File: src/rtl/mul_seq_16b.sv
// Iterative unsigned 16x16->32 multiplier: one shared 16-bit CLA, 16 shift-add steps.

// 16-bit carry-lookahead adder: four 4-bit groups with group-level lookahead.
module cla_16b (
  input  logic [15:0] a,
  input  logic [15:0] b,
  input  logic        c_in,
  output logic [15:0] sum,
  output logic        c_out
);

  logic [15:0] p;
  logic [15:0] g;
  logic [3:0]  gp;
  logic [3:0]  gg;
  logic [4:0]  cg;
  logic        carry;

  // Bit propagate/generate, group lookahead, then in-group carries from each group carry-in.
  always_comb begin
    p     = a ^ b;
    g     = a & b;
    gp    = '0;
    gg    = '0;
    cg    = '0;
    sum   = '0;
    carry = 1'b0;
    for (int k = 0; k < 4; k++) begin
      gp[k] = &p[4*k +: 4];
      gg[k] = g[4*k+3]
            | (p[4*k+3] & g[4*k+2])
            | (p[4*k+3] & p[4*k+2] & g[4*k+1])
            | (p[4*k+3] & p[4*k+2] & p[4*k+1] & g[4*k]);
    end
    cg[0] = c_in;
    for (int k = 0; k < 4; k++) begin
      cg[k+1] = gg[k] | (gp[k] & cg[k]);
    end
    for (int k = 0; k < 4; k++) begin
      carry = cg[k];
      for (int j = 0; j < 4; j++) begin
        sum[4*k+j] = p[4*k+j] ^ carry;
        carry      = g[4*k+j] | (p[4*k+j] & carry);
      end
    end
    c_out = cg[4];
  end

endmodule

module mul_seq_16b (
  input  logic        clk,
  input  logic        rst,
  input  logic        start,
  input  logic [15:0] a,
  input  logic [15:0] b,
  output logic        busy,
  output logic        done,
  output logic [31:0] product
);

  localparam int unsigned W    = 16;
  localparam int unsigned CNTW = 4;

  typedef enum logic [1:0] {
    S_IDLE = 2'd0,
    S_RUN  = 2'd1,
    S_DONE = 2'd2
  } state_t;

  state_t          state_q;
  logic [W-1:0]    mcand_q;
  logic [W-1:0]    acc_hi_q;
  logic [W-1:0]    acc_lo_q;
  logic [CNTW-1:0] cnt_q;
  logic [2*W-1:0]  prod_q;
  logic            busy_q;
  logic            done_q;

  logic [W-1:0]    addend;
  logic [W-1:0]    sum;
  logic            c_out;
  logic [2*W-1:0]  shift_d;

  // Partial product is the multiplicand when the current multiplier LSB is set.
  assign addend = acc_lo_q[0] ? mcand_q : '0;

  cla_16b u_cla (
    .a     (acc_hi_q),
    .b     (addend),
    .c_in  (1'b0),
    .sum   (sum),
    .c_out (c_out)
  );

  // 33-bit {c_out, sum, acc_lo} shifted right by one; carry lands in acc_hi[15].
  assign shift_d = {c_out, sum, acc_lo_q[W-1:1]};

  // Control FSM and datapath registers; busy/done are flopped alongside the state.
  always_ff @(posedge clk) begin
    if (rst) begin
      state_q  <= S_IDLE;
      mcand_q  <= '0;
      acc_hi_q <= '0;
      acc_lo_q <= '0;
      cnt_q    <= '0;
      prod_q   <= '0;
      busy_q   <= 1'b0;
      done_q   <= 1'b0;
    end else begin
      case (state_q)
        S_IDLE, S_DONE: begin
          done_q <= 1'b0;
          if (start) begin
            mcand_q  <= a;
            acc_lo_q <= b;
            acc_hi_q <= '0;
            cnt_q    <= '0;
            state_q  <= S_RUN;
            busy_q   <= 1'b1;
          end else begin
            state_q  <= S_IDLE;
            busy_q   <= 1'b0;
          end
        end
        S_RUN: begin
          acc_hi_q <= shift_d[2*W-1:W];
          acc_lo_q <= shift_d[W-1:0];
          cnt_q    <= cnt_q + CNTW'(1);
          if (cnt_q == CNTW'(W - 1)) begin
            prod_q  <= shift_d;
            state_q <= S_DONE;
            busy_q  <= 1'b0;
            done_q  <= 1'b1;
          end
        end
        default: begin
          state_q <= S_IDLE;
          busy_q  <= 1'b0;
          done_q  <= 1'b0;
        end
      endcase
    end
  end

  assign busy    = busy_q;
  assign done    = done_q;
  assign product = prod_q;

endmodule

File: config.mk
export PLATFORM = sky130hd
export DESIGN_NAME = mul_seq_16b
export DESIGN_NICKNAME = d
export VERILOG_FILES = /design/src/rtl/mul_seq_16b.sv
export SDC_FILE = /design/constraint.sdc
export NUM_CORES = 1
export LEC_CHECK = 0
export ABC_AREA = 1
export BUFFER_PORTS_ARGS = -buffer_cell sky130_fd_sc_hd__buf_4
export CORE_ASPECT_RATIO = 1.5
export CORE_MARGIN = 3
export CORE_UTILIZATION = 53
export CTS_CLUSTER_DIAMETER = 150
export DETAILED_ROUTE_END_ITERATION = 16
export GPL_TIMING_DRIVEN = 1
export PLACE_DENSITY = 0.76
export SLEW_MARGIN = 40
export SYNTH_ARGS = -nofsm -noshare
export SYNTH_HDL_FRONTEND = slang
export SYNTH_SLANG_ARGS = --single-unit
File: constraint.sdc
create_clock -name clk -period 3.8 [get_ports clk]
set_input_delay 0.76 -clock clk [delete_from_list [all_inputs] [get_ports clk]]
set_output_delay 0.76 -clock clk [all_outputs]
set_load 0.005 [all_outputs]
==> flow_metrics.py <==
metrics = {
    "timing": {
        "max_freq_mhz": 310,
        "clock_skew_ns": 0.00956,
        "hold_viol_final": 0,
        "final_min_period_over_clock_period": 0.850,
        "setup_viol": 0,
        "relSlewSlack": 0.464,
        "tightest_slew_ns": 0.799,
        "tns_ns": 0,
        "rsz0062_at_grt": "false",
        "finalMaxSlewViolations": 0,
        "fin_crit_ns": 3.23,
    },
    "grt": {
        "overflow": 0,
        "grt_max_degree": 38,
        "grt_usage": 0.224,
        "grt_pass1_vias": 3374,
        "antenna_found_initial": 0,
        "grt_pass1_wl_um": 15400,
    },
    "yosys": {
        "syn-cell-area_um2": 3960,
        "ys_warn_count": 0,
        "synthCells": 481,
        "synth_cell_type_count": 29,
        "yosysSeqAreaShare": 0.445,
        "synthesis.nets": 544,
        "avgSynthCellArea_um2": 8.22,
        "ys_ff_latch": 88,
    },
    "route": {
        "vias_per_cell": 5.22,
        "wirelength_um": 9140,
        "route.detailed.drc": 0,
        "wire_per_inst_um": 14.3,
        "via_count": 3340,
        "first_pass_iters": 4,
        "ant_nets": 0,
        "drt_iter0_drc": 195,
    },
    "worst_hold_path": {
        "hp-class": "reg -> reg",
    },
    "power": {
        "p_clk_frac": 0.364,
        "p_int_mw": 1.35,
        "p_comb_frac": 0.092,
        "p_per_area_nw_per_um2": 383,
        "total_leakage_power_nw": 2.03,
        "p_switching_mw": 0.434,
        "sw_frac_of_total": 0.242,
        "irDropWorstVdd_uv": 351,
        "seqPwrFrac": 0.545,
    },
    "cts": {
        "cts_num_sinks": 88,
        "cts-htree-levels": 3,
        "cts_buffers": 9,
        "ctsHoldBuffers": 0,
        "cts_tree": "built",
        "cts_resized": 0,
        "insertion_delay_ns": 0.36,
        "cts_setup_buffers": 0,
        "max-clock-path-buffers": 2,
        "cts-root-buf": "clkbuf_8",
        "clk_pin_slew_worst_paths_ns": 0.08,
    },
    "critical_path": {
        "end_kind": "flip-flop",
        "required_ns": 4.09,
        "critical_path_class": "reg -> reg",
        "startpoint_type": "flip-flop",
        "arrival_ns": 3.52,
        "path_max_fanout": 17,
    },
    "finish": {
        "diodes": 0,
        "drive_gt1_frac": 0.191,
        "stdcell_count": 640,
        "fillCellCount": 670,
        "area.growth.synth_to_final_pct": 17.9,
        "nets": 598,
    },
    "placed_design": {
        "numPortBuffers": 68,
        "place.gp.congestion": 0.862,
        "dp.cells": 624,
        "dp_hpwl_um": 6440,
    },
    "floorplanning": {
        "rows": 38,
        "die_w_um": 76.5,
        "dieArea_um2": 8560,
        "num_io_pins": 69,
        "core_area_um2": 7230,
        "die_y_um": 112,
        "start_util": 0.547,
    },
    "status": {
        "outcome": "complete, no violations",
    },
    "run": {
        "drv_cap": 0,
    },
}
## critical path: stages (launching register included)
cell and delay (ns):
dfxtp_1 0.71, nand2_1 0.20, inv_1 0.09, ha_1 0.14, nand3_1 0.10, nor2_1 0.10
nand2_1 0.06, nand2_1 0.08, inv_1 0.06, fa_1 0.38, fa_1 0.39, fa_1 0.39
xnor2_1 0.23, nand2_1 0.07, a21oi_1 0.15
## flip-flops by register name, indices dropped and copies added, names as in the netlist
signal    flops
done          1
cnt_q         4
state_q       2
product      32
mcand_q      16
busy          1
acc_lo_q     16
acc_hi_q     16
## final timing paths
check,slack [ns],endpoint,from,cells past startpoint
min reg2reg,0.47,product[18]$_SDFFE_PP0P_,product[18]$_SDFFE_PP0P_,2
min,0.47,product[18]$_SDFFE_PP0P_,product[18]$_SDFFE_PP0P_,2
max,0.57,acc_hi_q[10]$_SDFFE_PP0P_,acc_lo_q[0]$_SDFFE_PP0P_,14
max reg2reg,0.57,acc_hi_q[10]$_SDFFE_PP0P_,acc_lo_q[0]$_SDFFE_PP0P_,14
## routing by layer
layer,part of all wire,track usage,vias up
met3,0.041,0.0510,14
li1,-,-,1674
met5,0,0,-
met2,0.53,0.415,79
met1,0.41,0.248,1573
met4,0.019,0.0810,0
## final cells by class
class | count | area [µm²] | area share
Sequential cell | 88 | 1760 | 0.378
Clock buffer | 13 | 159 | 0.0341
Timing Repair Buffer | 71 | 533 | 0.114
Clock inverter | 3 | 40.0 | 0.00859
Tap cell | 100 | 125 | 0.0268
Inverter | 67 | 251 | 0.0539
Multi-Input combinational cell | 298 | 1790 | 0.384
## per-stage QoR
step           setup slack, ns  hold slack (ns)  utilization  area (µm²)  total power [mW]
2_1_floorplan            0.786            0.436            -        3960              1.10
3_3_place_gp             0.724            0.452        0.618        4460              1.16
3_5_place_dp             0.593            0.462        0.618        4460              1.16
4_1_cts                  0.555            0.474        0.645        4660              1.81
5_1_grt                  0.274            0.499        0.645        4660              1.87
6_report                 0.569            0.472        0.645        4660              1.79
## synthesized netlist by cell type
cell type / n / area share
dfxtp_1: 88 / 0.45
a21oi_2: 3 / 0.0066
fa_1: 11 / 0.056
a21oi_1: 18 / 0.023
buf_6: 1 / 0.0028
nand2_1: 54 / 0.051
clkbuf_1: 12 / 0.011
xnor2_1: 3 / 0.0066
nor3_2: 1 / 0.0025
a221oi_1: 17 / 0.038
a41oi_1: 1 / 0.0022
xor2_1: 1 / 0.0022
o21ai_0: 29 / 0.037
nand3_1: 33 / 0.042
o32ai_1: 7 / 0.016
nor2_1: 72 / 0.068
nor2_4: 4 / 0.011
o21ai_1: 20 / 0.025
buf_2: 10 / 0.013
inv_2: 7 / 0.0066
a211oi_1: 1 / 0.0019
buf_4: 2 / 0.0038
o21a_1: 2 / 0.0038
nand2_2: 3 / 0.0047
buf_1: 2 / 0.0019
ha_1: 17 / 0.054
buf_12: 1 / 0.0051
a32o_1: 1 / 0.0025
inv_1: 60 / 0.057
## logic make-up after synthesis
logic type,share of synthesized area
AO/OA/AOI/OAI,0.155
XOR/XNOR,0.00886
adder cells (fa/ha/maj),0.109
buffers and inverters,0.101
flip-flops,0.445
AND/OR/NAND/NOR,0.180
## power by group through the flow
| stage | clock [mW] | sequential (mW) | combinational (mW) |
|---|---|---|---|
| after floorplan | 0 | 0.986 | 0.113 |
| after global placement | 0 | 0.994 | 0.161 |
| after detailed placement | 0 | 0.995 | 0.164 |
| after CTS | 0.667 | 0.974 | 0.165 |
| after global routing | 0.711 | 0.978 | 0.186 |
| final | 0.650 | 0.974 | 0.164 |
## placed cells by master (no fill, tap or decap), types with 2 or more instances in the layout
cell,n
o32ai_1,7
clkinv_1,2
a21oi_1,18
nor2_4,4
o21ai_0,29
buf_4,71
nand2_2,3
fa_1,11
clkinv_2,2
clkbuf_1,2
clkbuf_8,11
nor2_1,72
o21ai_1,20
inv_2,7
inv_1,58
xnor2_1,3
o21a_1,2
nand2_1,54
nand3_1,33
ha_1,17
a221oi_1,17
dfxtp_1,88
a21oi_2,3
Power figures use the tool's default switching activity.
